===== src/rtl/fir_seq_ctrl.sv =====
// Sample sequencer for the FIR datapath: input FIFO, load/go/wait/capture FSM
// and a valid/ready result register with a running result count.
module fir_seq_ctrl #(
  parameter int unsigned DEPTH   = 4,
  parameter int unsigned FIR_LAT = 1
) (
  input  logic        clk,
  input  logic        rst,
  input  logic        flush,
  input  logic        s_valid,
  input  logic [7:0]  s_data,
  output logic        s_ready,
  output logic [7:0]  fir_in,
  output logic        fir_go,
  output logic        fir_rst,
  input  logic [15:0] fir_y,
  output logic        m_valid,
  output logic [15:0] m_data,
  input  logic        m_ready,
  output logic        busy,
  output logic [15:0] sample_cnt
);

  localparam int unsigned AW = (DEPTH > 1) ? $clog2(DEPTH) : 1;
  localparam int unsigned CW = AW + 1;
  localparam int unsigned LW = (FIR_LAT > 1) ? $clog2(FIR_LAT) : 1;

  typedef enum logic [2:0] {
    S_IDLE,
    S_LOAD,
    S_GO,
    S_WAIT,
    S_CAPTURE
  } state_t;

  state_t          state_q, state_d;
  logic [7:0]      mem_q [DEPTH];
  logic [AW-1:0]   wr_ptr_q, wr_ptr_d;
  logic [AW-1:0]   rd_ptr_q, rd_ptr_d;
  logic [CW-1:0]   count_q, count_d;
  logic [LW-1:0]   wait_q, wait_d;
  logic [7:0]      fir_in_q, fir_in_d;
  logic            m_valid_q, m_valid_d;
  logic [15:0]     m_data_q, m_data_d;
  logic [15:0]     cnt_q, cnt_d;
  logic            push, pop, full;

  assign full    = (count_q == CW'(DEPTH));
  assign s_ready = !full;
  assign push    = s_valid && !full;
  assign pop     = (state_q == S_LOAD);

  // FIFO bookkeeping; pointers wrap naturally since DEPTH is a power of two
  always_comb begin
    wr_ptr_d = wr_ptr_q;
    rd_ptr_d = rd_ptr_q;
    count_d  = count_q;
    if (push) wr_ptr_d = wr_ptr_q + AW'(1);
    if (pop)  rd_ptr_d = rd_ptr_q + AW'(1);
    if (push && !pop)      count_d = count_q + CW'(1);
    else if (!push && pop) count_d = count_q - CW'(1);
  end

  always_comb begin
    state_d   = state_q;
    wait_d    = wait_q;
    fir_in_d  = fir_in_q;
    m_valid_d = m_valid_q;
    m_data_d  = m_data_q;
    cnt_d     = cnt_q;
    fir_go    = 1'b0;
    if (m_valid_q && m_ready) m_valid_d = 1'b0;
    case (state_q)
      // Leaving IDLE on the edge that drains the result register keeps throughput at FIR_LAT+4
      S_IDLE: begin
        if ((count_q != '0) && (!m_valid_q || m_ready)) state_d = S_LOAD;
      end
      S_LOAD: begin
        fir_in_d = mem_q[rd_ptr_q];
        state_d  = S_GO;
      end
      S_GO: begin
        fir_go  = 1'b1;
        wait_d  = LW'(FIR_LAT - 1);
        state_d = S_WAIT;
      end
      S_WAIT: begin
        if (wait_q == '0) state_d = S_CAPTURE;
        else              wait_d  = wait_q - LW'(1);
      end
      S_CAPTURE: begin
        m_data_d  = fir_y;
        m_valid_d = 1'b1;
        cnt_d     = cnt_q + 16'd1;
        state_d   = S_IDLE;
      end
      default: state_d = S_IDLE;
    endcase
  end

  always_ff @(posedge clk) begin
    if (!rst && !flush && push) mem_q[wr_ptr_q] <= s_data;
  end

  always_ff @(posedge clk) begin
    if (rst || flush) begin
      state_q   <= S_IDLE;
      wr_ptr_q  <= '0;
      rd_ptr_q  <= '0;
      count_q   <= '0;
      wait_q    <= '0;
      fir_in_q  <= '0;
      m_valid_q <= 1'b0;
      cnt_q     <= '0;
    end else begin
      state_q   <= state_d;
      wr_ptr_q  <= wr_ptr_d;
      rd_ptr_q  <= rd_ptr_d;
      count_q   <= count_d;
      wait_q    <= wait_d;
      fir_in_q  <= fir_in_d;
      m_valid_q <= m_valid_d;
      cnt_q     <= cnt_d;
    end
  end

  // A flush leaves the last result visible in m_data
  always_ff @(posedge clk) begin
    if (rst)         m_data_q <= '0;
    else if (!flush) m_data_q <= m_data_d;
  end

  assign fir_in     = fir_in_q;
  assign fir_rst    = rst | flush;
  assign m_valid    = m_valid_q;
  assign m_data     = m_data_q;
  assign busy       = (state_q != S_IDLE);
  assign sample_cnt = cnt_q;

endmodule

===== config.mk =====
export PLATFORM = sky130hd
export DESIGN_NAME = fir_seq_ctrl
export DESIGN_NICKNAME = d
export VERILOG_FILES = /design/src/rtl/fir_seq_ctrl.sv
export SDC_FILE = /design/constraint.sdc
export NUM_CORES = 1
export LEC_CHECK = 0
export CORE_MARGIN = 2
export CORE_UTILIZATION = 27
export CTS_CLUSTER_DIAMETER = 50
export DETAILED_ROUTE_END_ITERATION = 7
export HOLD_SLACK_MARGIN = 0.08
export PLACE_DENSITY_LB_ADDON = 0.15
export SLEW_MARGIN = 5
export SYNTH_ARGS = -nofsm -noshare
export SYNTH_HDL_FRONTEND = slang
export SYNTH_SLANG_ARGS = --single-unit

===== constraint.sdc =====
create_clock -name clk -period 4.7 [get_ports clk]
set_clock_uncertainty 0.2 [all_clocks]
set_input_delay 0.705 -clock clk [delete_from_list [all_inputs] [get_ports clk]]
set_output_delay 0.705 -clock clk [all_outputs]
set_load 0.01 [all_outputs]

==> qor.csv, run 1 <==
metric;value;unit
fin nets;403;
RSZ-0062 raised after global routing;false;
Setup CP Type;in2out;
Critical path origin;rst;
Final Hold Vio Count;0;
root buf cell;clkbuf_16;
clock sink total;83;
post-route insts no fill;519;
share of flip-flops with an asynchronous set or reset;0;%
remaining antenna violation count;0;
CP required;3800;ps
Port Buffer Count;73;
largest net degree at the start of global routing;35;
I/O pin total;74;
drc violations;0;
post-placement cell area;4144;sq um
Register Area;1982;sq um
average routed wire per standard cell;14.28;um
Tot GR Track Use;11.91;%
Synth Instances;296;
hpwl dp;5134;um
Cell variety after synth;34;
Startpoint Class;primary input;
pwr dens;353.1;nW/um^2
met1 GRT Util;15.30;%
maxcap violations;0;
global route hottest layer;met2;
clk_lat worst skew;330;ps
Final Wtd Congestion;0.7176;
Max-slew headroom;33.14;%
GRT Residual Overflow;0;
Critical Path Fanout Max;18;
worst setup margin;1135;ps
Pwr Total;1.572;mW
Pleak;1.427;nW
IR Drop Worst-Case VDD;0.1566;mV
synthesized area;3291;sq um
Pins Over Slew Limit;0;
met2 Use GR;19.64;%
register area share after synthesis;60.23;%
type of the worst min-delay path;reg2reg;
CP endpoint kind;output port;
synth-to-layout area growth;35.25;%
setup slack at placement;1074;ps
max frequency;280.5;MHz
number of global-route vias before repair;2349;
htree depth;3;
GRT met3 Usage;2.541;%
worst slew pin tran;999.2;ps
Max Buffers Root-to-Sink;2;
setup violators final;0;
post-cts gate resize count;0;
Final Core Density;37.21;%
CTS tree;yes;
hold_sp;m_data[0];
first-pass GRT wire length;12030;um
Synth top cells by count;nand2_1 (58), dfxtp_1 (51), a21oi_1 (33);
ranking of synthesized cells by area;dfxtp_1 (31%), edfxtp_1 (29%), nand2_1 (6.6%);
vias post-DR;2369;
Initial DRC Count;165;
CTS Hold Bufs;0;
synth warn;0;
crit path time final;3565;ps
Post-synth EDFFs;32;
worst hold margin;252.4;ps
dpl cells;503;
clock slew at reported path FFs;60;ps
Rows;40;
status;finished clean;
CP arrival;2660;ps
post-synthesis register bit count;83;
Die Wd;114.4;um
antenna violations before repair;0;
# Post-CTS Setup Buffers;0;
reg-to-reg startpoint;state_q[0];
Post-Route WL;7412;um
Via density;4.565;
final instance area;4451;sq um
total negative setup slack;0;ps
post-synth top area cell;dfxtp_1;
share of cells above drive strength 1;7.258;%
DR pass1 iterations;4;
Initial Util;27.51;%
top-count cell post-synth;nand2_1;
Avg Inst Size Synth;11.12;sq um
multi-input combinational cell area;1206;sq um
core area;11960;sq um
Tcrit/Tclk final;75.85;%
Main synth FF type;dfxtp_1;
Vert. Die Dim;114.4;um
post-synth top area share;31.03;%
Antenna Cells;0;
Synthesized Nets;332;
die area;13090;sq um
FILL cells;1192;
CTS buffer count;9;
[flip-flops by register name (all words and copies together), names as in the netlist]
| register | cells |
|---|---|
| rd_ptr_q | 2 |
| wr_ptr_q | 2 |
| mem_q | 32 |
| fir_in | 8 |
| m_data | 16 |
| m_valid | 1 |
| sample_cnt | 16 |
| count_q | 3 |
| state_q | 3 |
[final timing paths]
check / endpoint / slack [ps] / depth (start not counted)
setup / recovery: fir_rst / 1140 / 4
hold / removal: m_data[0] / 250 / 2
setup reg to reg: count_q[2] / 2120 / 9
hold reg to reg: m_data[0] / 250 / 2
[cell families after synthesis]
group                      synth area share, %
DFF                                      60.23
adders and majority gates                2.890
muxes                                    6.388
AOI/OAI and AO/OA                        6.540
and+or+nand+nor                          17.11
buffers and inverters                    3.118
xor gates and xnor gates                 3.726
[worst max-delay path, stage by stage]
cell and delay, ps:
clkdlybuf4s50_1 730, nor2_1 530, clkinv_1 160, clkdlybuf4s50_1 530
[per-layer routing]
metal | wire length, um | share of wire (%)
met3 | 287 | 3.9
met4 | 108 | 1.5
met2 | 3586 | 48
met5 | 0 | 0
met1 | 3429 | 46
[layout make-up]
class | count | area share, %
clock buffers | 9 | 5.060
clock inverters | 7 | 1.827
inverters | 7 | 0.5904
multi-input cells | 191 | 27.10
flip-flops and latches | 83 | 44.53
well taps | 147 | 4.133
repair buffers | 75 | 16.76
[report_power, final]
group          leakage, nW  internal (mW)  switching [mW]  total (mW)
registers            0.700          0.754         0.00753       0.762
clock network        0.153          0.421           0.307       0.728
logic                0.574         0.0450          0.0371      0.0821
total                 1.43           1.22           0.351        1.57
[placed cells by master (no fill, tap or decap), types with 2 or more instances in the layout]
| cell type | n |
|---|---|
| a21oi_1 | 33 |
| and3_1 | 4 |
| buf_4 | 2 |
| clkbuf_16 | 9 |
| clkdlybuf4s50_1 | 73 |
| clkinv_1 | 2 |
| dfxtp_1 | 51 |
| edfxtp_1 | 32 |
| ha_1 | 6 |
| inv_1 | 5 |
| inv_6 | 3 |
| mux2i_1 | 3 |
| mux4_2 | 8 |
| nand2_1 | 58 |
| nand2b_1 | 2 |
| nand3_1 | 6 |
| nand4_1 | 3 |
| nand4bb_1 | 2 |
| nor2_1 | 18 |
| nor3_1 | 5 |
| nor3b_1 | 3 |
| nor4_1 | 3 |
| o21ai_0 | 4 |
| o31ai_1 | 2 |
| or3_1 | 7 |
| or4_1 | 4 |
| xnor2_1 | 9 |
| xor2_1 | 5 |
Note: power is estimated with default switching activity, not from simulation.
==> run 2: changes to the inputs <==
- clock period: 4.7 -> 3.25 ns (I/O delays scaled with it)
==> run 2 against run 1 <==
Combinational power increased by 46%. Die area unchanged. Critical path depth increased by 1. Clock power increased by 31%. Register-to-register slack got worse by 1400 ps. Final area increased by 0.25%. Largest cell class unchanged.
==> qor.csv, run 2 (synthesized netlist as in run 1, its figures left out) <==
metric;value;unit
Die Wd;114.4;um
Crit path max-delay family;buffers and inverters;
crit path time final;2517;ps
worst setup margin;733.5;ps
fin nets;408;
Max-slew headroom;57.92;%
post-cts gate resize count;0;
hpwl dp;5210;um
GRT Residual Overflow;0;
first-pass GRT wire length;11900;um
Antenna Cells;0;
CP required;2560;ps
RSZ-0062 raised after global routing;false;
max frequency;397.4;MHz
Rows;40;
total negative setup slack;0;ps
Port Buffer Count;73;
DR pass1 iterations;4;
CP Buf/Inv Count;4;
Hold EP;m_data[3];
cells along the critical path;clkdlybuf4s50_1 > nor2_1 > buf_4 > clkinv_1 > clkdlybuf4s50_1;
setup slack at placement;560.8;ps
type of the worst min-delay path;reg2reg;
average routed wire per standard cell;14.13;um
Pleak;1.439;nW
antenna violations before repair;0;
Via density;4.525;
Tot GR Track Use;11.91;%
Setup CP Type;in2out;
most frequent cells in the layout;clkdlybuf4s50_1 (73), nand2_1 (58), dfxtp_1 (51);
final instance area;4462;sq um
Critical Path Fanout Max;7;
Post-Route WL;7402;um
share of cells above drive strength 1;8.223;%
post-placement cell area;4182;sq um
drc violations;0;
crit-path max cell delay;540;ps
Vert. Die Dim;114.4;um
synth-to-layout area growth;35.59;%
CTS tree;yes;
number of global-route vias before repair;2341;
clock slew at reported path FFs;60;ps
Pins Over Slew Limit;0;
worst hold stages;2;
status;finished clean;
IR Drop Worst-Case VDD;0.3146;mV
pwr dens;488.4;nW/um^2
largest net degree at the start of global routing;35;
post-route insts no fill;524;
Tcrit/Tclk final;77.43;%
clock sink total;83;
Final Hold Vio Count;0;
most common cell after layout, fill and taps aside;clkdlybuf4s50_1;
die area;13090;sq um
maxcap violations;0;
remaining antenna violation count;0;
dpl cells;508;
Crit-path slowest cell;clkdlybuf4s50_1;
Final Wtd Congestion;0.6737;
Max Buffers Root-to-Sink;2;
reg-to-reg startpoint;state_q[0];
hold_sp;m_data[3];
CP arrival;1830;ps
CTS Hold Bufs;0;
CP endpoint kind;output port;
I/O pin total;74;
R2R cell count;9;
Pwr Total;2.179;mW
worst hold margin;255.7;ps
Initial DRC Count;107;
CTS buffer count;9;
root buf cell;clkbuf_16;
Initial Util;27.51;%
Largest register FFs;32;
# Post-CTS Setup Buffers;0;
vias post-DR;2371;
clk_lat worst skew;330;ps
crit-path most repeated cell;clkdlybuf4s50_1;
Startpoint Class;primary input;
Final Core Density;37.30;%
worst r2r dst;count_q[2];
R2R Setup Slk;770;ps
core area;11960;sq um
htree depth;3;
Top reg by flops;mem_q;
setup violators final;0;
worst slew pin tran;630.3;ps
run 2: changes by cell type in the layout (fill, tap and decap cells not counted), sizes merged:
cell    before  now
buf          2    7
clkinv       4    7
inv          9    6
bufinv       1    0
clkbuf       9   10
run 2: worst max-delay path by stage:
stage                     cells after the start    endpoint  startpoint  slack, ps
final                                         5     fir_rst       flush        730
after global routing                          9  count_q[2]  state_q[0]        540
after CTS                                     5     fir_rst       flush        730
after detailed placement                      8  count_q[2]     s_valid        560
after global placement                        8  count_q[2]     s_valid        630
after floorplan                               7  count_q[2]     s_valid        910
run 2: final cells by class:
class                      count  area (sq um)
multi-input combinational    191          1206
tap                          147         183.9
fill                        1173          7500
sequential                    83          1982
clock buffer                  10         229.0
inverter                       7         26.28
timing repair buffer          80         783.3
clock inverter                 6         51.30
run 2: power breakdown:
group          switching [mW]  internal (mW)  leakage (nW)  total [mW]
sequential             0.0109           1.09         0.700        1.10
combinational          0.0526         0.0679         0.600       0.120
clock                   0.430          0.527         0.139       0.957
run 2: metal layers:
layer / up-vias / global-route usage, % / wire length, um
met3: 5 / 4.870 / 274
met1: 1136 / 15.06 / 3452
met5: - / 0 / 0
met2: 41 / 18.78 / 3589
li1: 1189 / - / -
met4: 0 / 3.415 / 85
run 2: worst min-delay path, stage by stage, from the launching register on:
cell and delay (ps):
dfxtp_1 310, nand2_1 50, a21oi_1 50
==> run 3: changes to the inputs <==
- clock period: 3.25 -> 2 ns (I/O delays scaled with it)
==> run 3 against run 2 <==
The flow now finishes with violations (negative setup slack). First-iteration DRC count rose by 0.93%. Hold slack got worse by 1.1 ps. Setup slack got worse by 730 ps. Core utilization rose by 3.2 points. Die area did not move. Critical path type is now in2reg. Largest cell class unchanged.
==> qor.csv, run 3 (synthesized netlist as in run 1, its figures left out) <==
metric;value;unit
status;finished, violations left;
Port Buffer Count;73;
largest net degree at the start of global routing;22;
GRT met3 Usage;3.335;%
fin nets;444;
max frequency;499.9;MHz
root buf cell;clkbuf_16;
Vert. Die Dim;114.4;um
antenna violations before repair;0;
Startpoint Class;primary input;
core area;11960;sq um
clk_lat worst skew;340;ps
Max-slew headroom;70.32;%
Initial DRC Count;108;
FILL cells;1174;
Pleak;1.663;nW
drc violations;0;
pwr dens;777.2;nW/um^2
Largest register FFs;32;
most common cell after layout, fill and taps aside;clkdlybuf4s50_1;
Tot GR Track Use;12.65;%
Pwr Total;3.769;mW
Die Wd;114.4;um
worst hold margin;254.6;ps
crit path time final;2001;ps
htree depth;3;
multi-input combinational cell area;1240;sq um
final instance area;4850;sq um
hpwl dp;5544;um
first-pass GRT wire length;12460;um
post-route insts no fill;560;
Final Hold Vio Count;0;
worst slew pin tran;444.5;ps
met1 GRT Util;16.03;%
Setup CP Type;in2reg;
met2 Use GR;19.96;%
type of the worst min-delay path;reg2reg;
Antenna Cells;0;
Pins Over Slew Limit;0;
Max Buffers Root-to-Sink;2;
Top reg by flops;mem_q;
remaining antenna violation count;0;
Final Core Density;40.54;%
RSZ-0062 raised after global routing;true;
clock sink total;83;
global route hottest layer;met2;
I/O pin total;74;
Critical Path Fanout Max;2;
setup slack at placement;-368.2;ps
post-placement cell area;4502;sq um
Final Wtd Congestion;0.6797;
DR pass1 iterations;4;
clock slew at reported path FFs;70;ps
IR Drop Worst-Case VDD;0.5282;mV
Rows;40;
CTS buffer count;9;
violated checks;negative setup slack;
synth-to-layout area growth;47.38;%
share of cells above drive strength 1;20.58;%
die area;13090;sq um
average routed wire per standard cell;13.87;um
CTS Hold Bufs;0;
GRT Residual Overflow;0;
CP endpoint kind;flop;
CTS tree;yes;
most frequent cells in the layout;clkdlybuf4s50_1 (70), nand2_1 (58), dfxtp_1 (47);
CP arrival;2070;ps
Via density;4.504;
number of global-route vias before repair;2427;
dpl cells;541;
Register Area;1992;sq um
setup violators final;1;
CP required;2070;ps
worst setup margin;-0.5020;ps
total negative setup slack;-0.5020;ps
vias post-DR;2522;
Initial Util;27.51;%
Tcrit/Tclk final;100.0;%
Post-Route WL;7765;um
maxcap violations;0;
[run 3: repair_timing]
item | 4_1_cts | 5_1_grt
buffers inserted | 2 | 1
pin swaps | 3 | 0
resized for setup | 6 | 8
endpoints found under the hold margin | 0 | 0
setup endpoints to repair | 4 | 6
[run 3: final timing paths]
kind	depth (start not counted)	slack, ps	from	to
worst max-delay path	8	-0.5	s_valid	count_q[2]
worst min register to register	2	250	m_data[3]	m_data[3]
worst min-delay path	2	250	m_data[3]	m_data[3]
worst max register to register	8	30	state_q[0]	count_q[2]
[run 3: report_power, final]
group          switching (mW)  total, mW  internal, mW
Sequential             0.0102       1.78          1.77
Combinational           0.107      0.249         0.142
Clock                   0.747       1.74         0.992
Total                   0.864       3.77          2.90
[run 3: layout make-up]
| type | count | area share [%] |
|---|---|---|
| Sequential cell | 83 | 41.07 |
| Multi-Input combinational cell | 191 | 25.57 |
| Timing Repair Buffer | 116 | 22.60 |
| Clock buffer | 9 | 4.644 |
| Tap cell | 147 | 3.793 |
| Clock inverter | 7 | 1.729 |
| Inverter | 7 | 0.5934 |
[run 3: worst max-delay path, cell delays in order]
cell and delay [ps]:
clkdlybuf4s50_1 450, a21boi_2 180, ha_2 190, inv_1 50, fa_2 330, xor2_1 150
or3_1 310, a21oi_1 120
[run 3: routing by layer]
metal | vias up | routed length [um]
li1 | 1262 | -
met1 | 1196 | 3575
met2 | 53 | 3717
met3 | 11 | 328
met4 | 0 | 143
met5 | - | 0
